[src/rtl/debouncer.sv]
// -----------------------------------------------------------------------------
// debouncer
//
// Purpose:
//   Filters a bouncing switch/button level. A new level is accepted only after
//   DEBOUNCE_CYCLES consecutive samples of that level. Any opposite sample
//   discards the partial count.
//
//   The input stage is selected by the macro DEBOUNCE_SYNC_EN:
//     defined   : two-flop synchronizer on `in` (one extra cycle of latency)
//     undefined : a single register on `in`
//
// Parameters:
//   DEBOUNCE_CYCLES : number of consecutive identical samples needed to accept
//                     a new level (default 500000, i.e. 10 ms at 50 MHz); >= 2
//
// Ports:
//   clk : system clock; all state updates on the rising edge
//   rst : synchronous, active-high reset
//   in  : raw asynchronous switch/button level
//   out : debounced level, registered
//
// Handshake: none. `in` is a free-running level and `out` is a level that is
// valid on every cycle. There is no valid/ready pair.
//
// Debug visibility:
//   state_q holds the FSM state. Encoding: STABLE_LO=0, WAIT_HI=1,
//   STABLE_HI=2, WAIT_LO=3. cnt_q holds the run-length counter.
// -----------------------------------------------------------------------------
module debouncer #(
  parameter int DEBOUNCE_CYCLES = 500000
) (
  input  logic clk,
  input  logic rst,
  input  logic in,
  output logic out
);

  localparam int CW = $clog2(DEBOUNCE_CYCLES + 1);
  localparam logic [CW-1:0] CNT_LAST = CW'(DEBOUNCE_CYCLES - 1);
  localparam logic [CW-1:0] CNT_ONE  = CW'(1);

  generate
    if (DEBOUNCE_CYCLES < 2) begin : g_bad_cycles
      $error("debouncer: DEBOUNCE_CYCLES must be at least 2");
    end
  endgenerate

  typedef enum logic [1:0] {
    STABLE_LO = 2'd0,
    WAIT_HI   = 2'd1,
    STABLE_HI = 2'd2,
    WAIT_LO   = 2'd3
  } state_t;

  state_t          state_q;
  state_t          state_d;
  logic [CW-1:0]   cnt_q;
  logic [CW-1:0]   cnt_d;
  logic            out_d;
  logic            s_in;

  // ---------------------------------------------------------------------------
  // Input stage
  // ---------------------------------------------------------------------------
`ifdef DEBOUNCE_SYNC_EN
  logic sync_meta;

  always_ff @(posedge clk) begin
    if (rst) begin
      sync_meta <= 1'b0;
      s_in      <= 1'b0;
    end else begin
      sync_meta <= in;
      s_in      <= sync_meta;
    end
  end
`else
  always_ff @(posedge clk) begin
    if (rst) begin
      s_in <= 1'b0;
    end else begin
      s_in <= in;
    end
  end
`endif

  // ---------------------------------------------------------------------------
  // FSM state, counter and output registers
  // ---------------------------------------------------------------------------
  always_ff @(posedge clk) begin
    if (rst) begin
      state_q <= STABLE_LO;
      cnt_q   <= '0;
      out     <= 1'b0;
    end else begin
      state_q <= state_d;
      cnt_q   <= cnt_d;
      out     <= out_d;
    end
  end

  // ---------------------------------------------------------------------------
  // Next-state logic
  // ---------------------------------------------------------------------------
  // The first sample of the new level already counts as sample #1. That is why
  // entering a WAIT state loads 1, and the transition fires when cnt_q reaches
  // DEBOUNCE_CYCLES-1 on the DEBOUNCE_CYCLES-th sample. The counter is cleared
  // on every exit, so it never exceeds CNT_LAST and never wraps.
  always_comb begin
    state_d = state_q;
    cnt_d   = '0;

    case (state_q)
      STABLE_LO: begin
        if (s_in) begin
          state_d = WAIT_HI;
          cnt_d   = CNT_ONE;
        end
      end

      WAIT_HI: begin
        if (!s_in) begin
          state_d = STABLE_LO;
        end else if (cnt_q == CNT_LAST) begin
          state_d = STABLE_HI;
        end else begin
          cnt_d = cnt_q + CNT_ONE;
        end
      end

      STABLE_HI: begin
        if (!s_in) begin
          state_d = WAIT_LO;
          cnt_d   = CNT_ONE;
        end
      end

      WAIT_LO: begin
        if (s_in) begin
          state_d = STABLE_HI;
        end else if (cnt_q == CNT_LAST) begin
          state_d = STABLE_LO;
        end else begin
          cnt_d = cnt_q + CNT_ONE;
        end
      end

      default: begin
        state_d = STABLE_LO;
      end
    endcase

    // out is decoded from the next state and then registered. It therefore
    // changes on the same edge as the state, with no path from `in`.
    out_d = (state_d == STABLE_HI) || (state_d == WAIT_LO);
  end

endmodule
[config.mk]
export PLATFORM = sky130hd
export DESIGN_NAME = debouncer
export DESIGN_NICKNAME = d
export VERILOG_FILES = /design/src/rtl/debouncer.sv
export SDC_FILE = /design/constraint.sdc
export NUM_CORES = 1
export LEC_CHECK = 0
export ABC_CLOCK_PERIOD_IN_PS = 2300
export CELL_PAD_IN_SITES_DETAIL_PLACEMENT = 1
export CELL_PAD_IN_SITES_GLOBAL_PLACEMENT = 1
export CORE_MARGIN = 2
export CORE_UTILIZATION = 47
export CTS_CLUSTER_DIAMETER = 100
export CTS_CLUSTER_SIZE = 8
export DETAILED_ROUTE_END_ITERATION = 16
export DONT_BUFFER_PORTS = 1
export PLACE_DENSITY_LB_ADDON = 0.1
export REMOVE_ABC_BUFFERS = 1
export SKIP_LAST_GASP = 1
export SLEW_MARGIN = 25
export SYNTH_ARGS = -nofsm -noshare
export SYNTH_HDL_FRONTEND = slang
export SYNTH_SLANG_ARGS = --single-unit
[constraint.sdc]
create_clock -name clk -period 2.3 [get_ports clk]
set_clock_uncertainty 0.15 [all_clocks]
set_input_delay 0.575 -clock clk [delete_from_list [all_inputs] [get_ports clk]]
set_output_delay 0.575 -clock clk [all_outputs]
set_load 0.005 [all_outputs]
* Word level (Yosys, flattened, before mapping)
Index checks and enable logic that the tools add are counted.
Operators by class: multiplexer cells 13, eq/ne operators 6, add/sub/neg operators 1, reductions and logical operators 2
Operator list (count):
- one-hot mux 19 bit (4 select lines) | 1
- 2-to-1 mux 19 bit | 3
- adder 19 x 1 -> 19 bit (second input constant) | 1
- equality test 19 bit (second input constant) | 1
- 2-to-1 mux 2 bit | 6
- equality test 2 bit (second input constant) | 4
- one-hot mux 2 bit (4 select lines) | 1
- equality test 2 x 1 -> 1 bit (second input constant) | 1
- logical NOT 2 bit | 1
- 2-to-1 mux 1 bit | 2
- logical OR 1 bit | 1
Storage, ports and cells: word-level logic and storage cells 26, input port bits 3, output and inout bits 1, bits in registers 23

* Depth between registers and ports, before layout
depth after elaboration 6, mapped depth 7, gate-level depth less buffers 5

* Worst setup path before layout
No wires, ideal clock.
path kind register -> register, start point reg cnt_q[0], end point reg cnt_q[5], arrival time 1536 ps, setup slack 500 ps, required time 2036 ps, clock period less this slack 1800 ps, stages on the path, launching flop included 8, path through dfxtp_1 ha_1 and4_1 buf_2 nand4_2 o211ai_4 buf_6 nor2_1
Between the ends: cells in the longest elaborated chain, start to end 4
Ends and longest elaborated chain:
- start: declaration | line 58 | logic [CW-1:0] cnt_q;
- start signal: assignment | line 98 | cnt_q <= cnt_d;
- adder 19 x 1 -> 19 bit or equality test 19 bit (tied branches)
- 2-to-1 mux 19 bit * | line 125, 142
- 2-to-1 mux 19 bit, on equally long branches | line 140, 123
- one-hot mux 19 bit (4 select lines) * | line 114 | case (state_q)
Every way passes the cells marked *; elsewhere a longest branch is shown, timed or not. A chain may end at the register's enable or synchronous reset.

* Worst setup path in the final report
start point reg cnt_q[0], end point reg cnt_q[18]
Same word-level chain as after synthesis.

==> run_results.csv <==
group,metric,value,unit
outcome,status,"complete, no violations",
global_routing,met2_usage,0.279,
routing,drtAntennaViolNets,0,
sta,fin_setup_tns,0,ns
sta,fin_crit_sh,0.906,
synth,synth_area_per_cell,9.43,um2
job,maxCapViolCount,0,
min_path,hold_path_class,"in2reg",
clock_tree,root_buffer,"clkbuf_4",
sta,tightest_slew,0.521,ns
clock_tree,h-tree-depth,1,
worst_setup_path,startpoint,"cnt_q[0]",
clock_tree,clk_pin_slew_worst_paths,0.14,ns
power_and_ir_drop,max-vdd-ir-drop,0.376,mV
power_and_ir_drop,power,0.601,mW
sta,drv_slew,0,
placed_design,dp_hpwl,1.51,mm
synth,yosysSeqAreaShare,0.444,
synth,synth_edf_count,0,
finish,fillers,250,
die,rows,17,
worst_setup_path,critical_path_class,"reg2reg",
sta,timing.fmax,0.480,GHz
routing,drt-initial-drc-count,9,
die,die_y,51.0,um
finish,fin_nets,117,
worst_setup_path,reg2reg_depth,5,
synth,synth_fa_ha_area_frac,0.0121,
global_routing,grt_pass1_vias,736,
sta,fin_hold_ws,0.162,ns
die,fp.dieW,51.0,um
worst_setup_path,critPathCapture,"cnt_q[18]",
synth,ys_ff_latch,23,
placed_design,portBuffers,0,
synth,synth.area.top_cells,"dfxtp_1 44%, xor2_1 8.4%, nor2_1 5.1%",
sta,setup_violations,0,
routing,vias,790,
routing,drt_pass1_iterations,4,
synth,yosysMostFrequentCell,"dfxtp_1",
finish,drive_above_1_share,0.0982,
synth,synthXorXnorAreaFrac,0.110,
synth,post_synth_num_cell_types,32,
synth,synth.top_cell.area_share,0.444,
die,start_util,0.483,
die,io_pins,4,
worst_setup_path,cp.required,2.34,ns
power_and_ir_drop,p_leak,0.327,nW
routing,wl,2.03,mm
die,dieArea,2600,um2
sta,fin_crit,2.08,ns
die,core_area,2150,um2
clock_tree,postCtsSetupRepairBufs,0,
synth,synth_async_sr_flop_share,0,
routing,post_drt_wl_per_cell,14.5,um
worst_setup_path,path_max_fanout,18,
clock_tree,clkLatencyLatePin,0.31,ns
global_routing,grt-busiest-layer,"met2",
finish,area_delta_synth_final,4.70,%
global_routing,grt_overflow,0,
synth,synth.cell_area,1040,um2
routing,via_per_inst,5.64,
synth,synth_compound_area_frac,0.111,
worst_setup_path,crit_arrival,2.12,ns
global_routing,grt_usage,0.178,
synth,synth_flop_cell,"dfxtp_1",
synth,yosys.area.top_type,"dfxtp_1",
synth,yosys_warnings,0,
synth,syn_inst,110,
worst_setup_path,r2r_setup_slack,0.22,ns
synth,synth-simple-area-share,0.290,
clock_tree,cts_buffers,3,
sta,rsz0062_at_grt,"no",
clock_tree,clock-sinks,23,
worst_setup_path,crit_path_start_kind,"register",
synth,synth_commonest_cells,"23 x dfxtp_1, 14 x nor2_1, 10 x xor2_1",
global_routing,grt_use_met3,0.0351,
worst_setup_path,end_kind,"register",
clock_tree,postCtsHoldBufs,0,
clock_tree,cts_tree,"done",
placed_design,place_congestion,0.741,
sta,slew_headroom,0.648,
clock_tree,cts_max_path_buffers,2,
synth,synth.area.mux_share,0,
global_routing,grt_max_degree,19,
routing,route.detailed.drc,0,
global_routing,use_met1,0.240,
sta,hold_violations,0,
global_routing,grt_pass1_wl,3.44,mm
worst_setup_path,r2r-start,"cnt_q[0]",
clock_tree,ctsResizeCount,0,
power_and_ir_drop,pwr_density_cell,554,nW/um2
worst_setup_path,r2r-end,"cnt_q[18]",
synth,synth_top_family_by_area,"simple AND/OR/NAND/NOR gates",
global_routing,grt_antenna_before_repair,0,
finish,diodes,0,
-- where the power goes --
part	total, mW	switching (mW)	internal (mW)
combinational	0.00598	0.00336	0.00261
sequential	0.403	0.00239	0.401
clock	0.192	0.126	0.0662
-- state kept, by name, summed over array words and instances, names as in the netlist --
signal	count
cnt_q	19
out	1
s_in	1
state_q	2
-- kinds of logic after synthesis --
logic type,after synthesis
buf+inv,6
fa+ha+maj,1
compound gates,16
simple gates,51
xor+xnor,13
flops,23
-- how the worst min path moves through the flow --
stage | slack [ns] | startpoint | to | cells past startpoint
floorplan | 0.30 | cnt_q[18] | cnt_q[18] | 2
global placement | 0.32 | cnt_q[18] | cnt_q[18] | 2
detailed placement | 0.35 | cnt_q[15] | cnt_q[15] | 2
CTS | 0.15 | rst | s_in | 1
global route | 0.13 | rst | s_in | 1
finish | 0.16 | rst | s_in | 1
-- area by class of cell --
cell class	count	area (um2)	share of cell area
clock buffers	3	22.5	0.0207
clock inverters	1	7.51	0.00691
inverters	3	11.3	0.0104
multi-input cells	81	542	0.499
flip-flops and latches	23	460	0.424
well taps	28	35.0	0.0323
repair buffers	1	7.51	0.00691
-- critical path, cell delays in order, from the launching register on --
cell	delay (ns)
dfxtp_1	0.40
ha_1	0.24
and4_1	0.35
nand4_2	0.22
o211ai_4	0.49
a21oi_1	0.11
-- layout by cell type (no fill, tap or decap), types with 4 or more instances in the layout --
cell and instances:
nand4_1 6, or3_1 4, nand3_1 8, xor2_1 10
nor2_1 14, o21ai_0 5, a21oi_1 4, nand2_1 4
dfxtp_1 23
-- through the flow --
step	setup WS (ns)	utilization	std cells	area, um2
after floorplan	0.531	-	107	1010
after global placement	0.333	0.492	136	1060
after detailed placement	0.203	0.492	136	1060
after CTS	0.179	0.506	140	1090
after global routing	0.0116	0.506	140	1090
final	0.216	0.506	140	1090
-- metal layers --
metal | wire, um | part of all wire
met1 | 1010 | 0.50
met2 | 972 | 0.48
met3 | 27 | 0.013
met4 | 17 | 0.0084
met5 | 0 | 0
No activity file was read; power rests on OpenSTA's default activity.
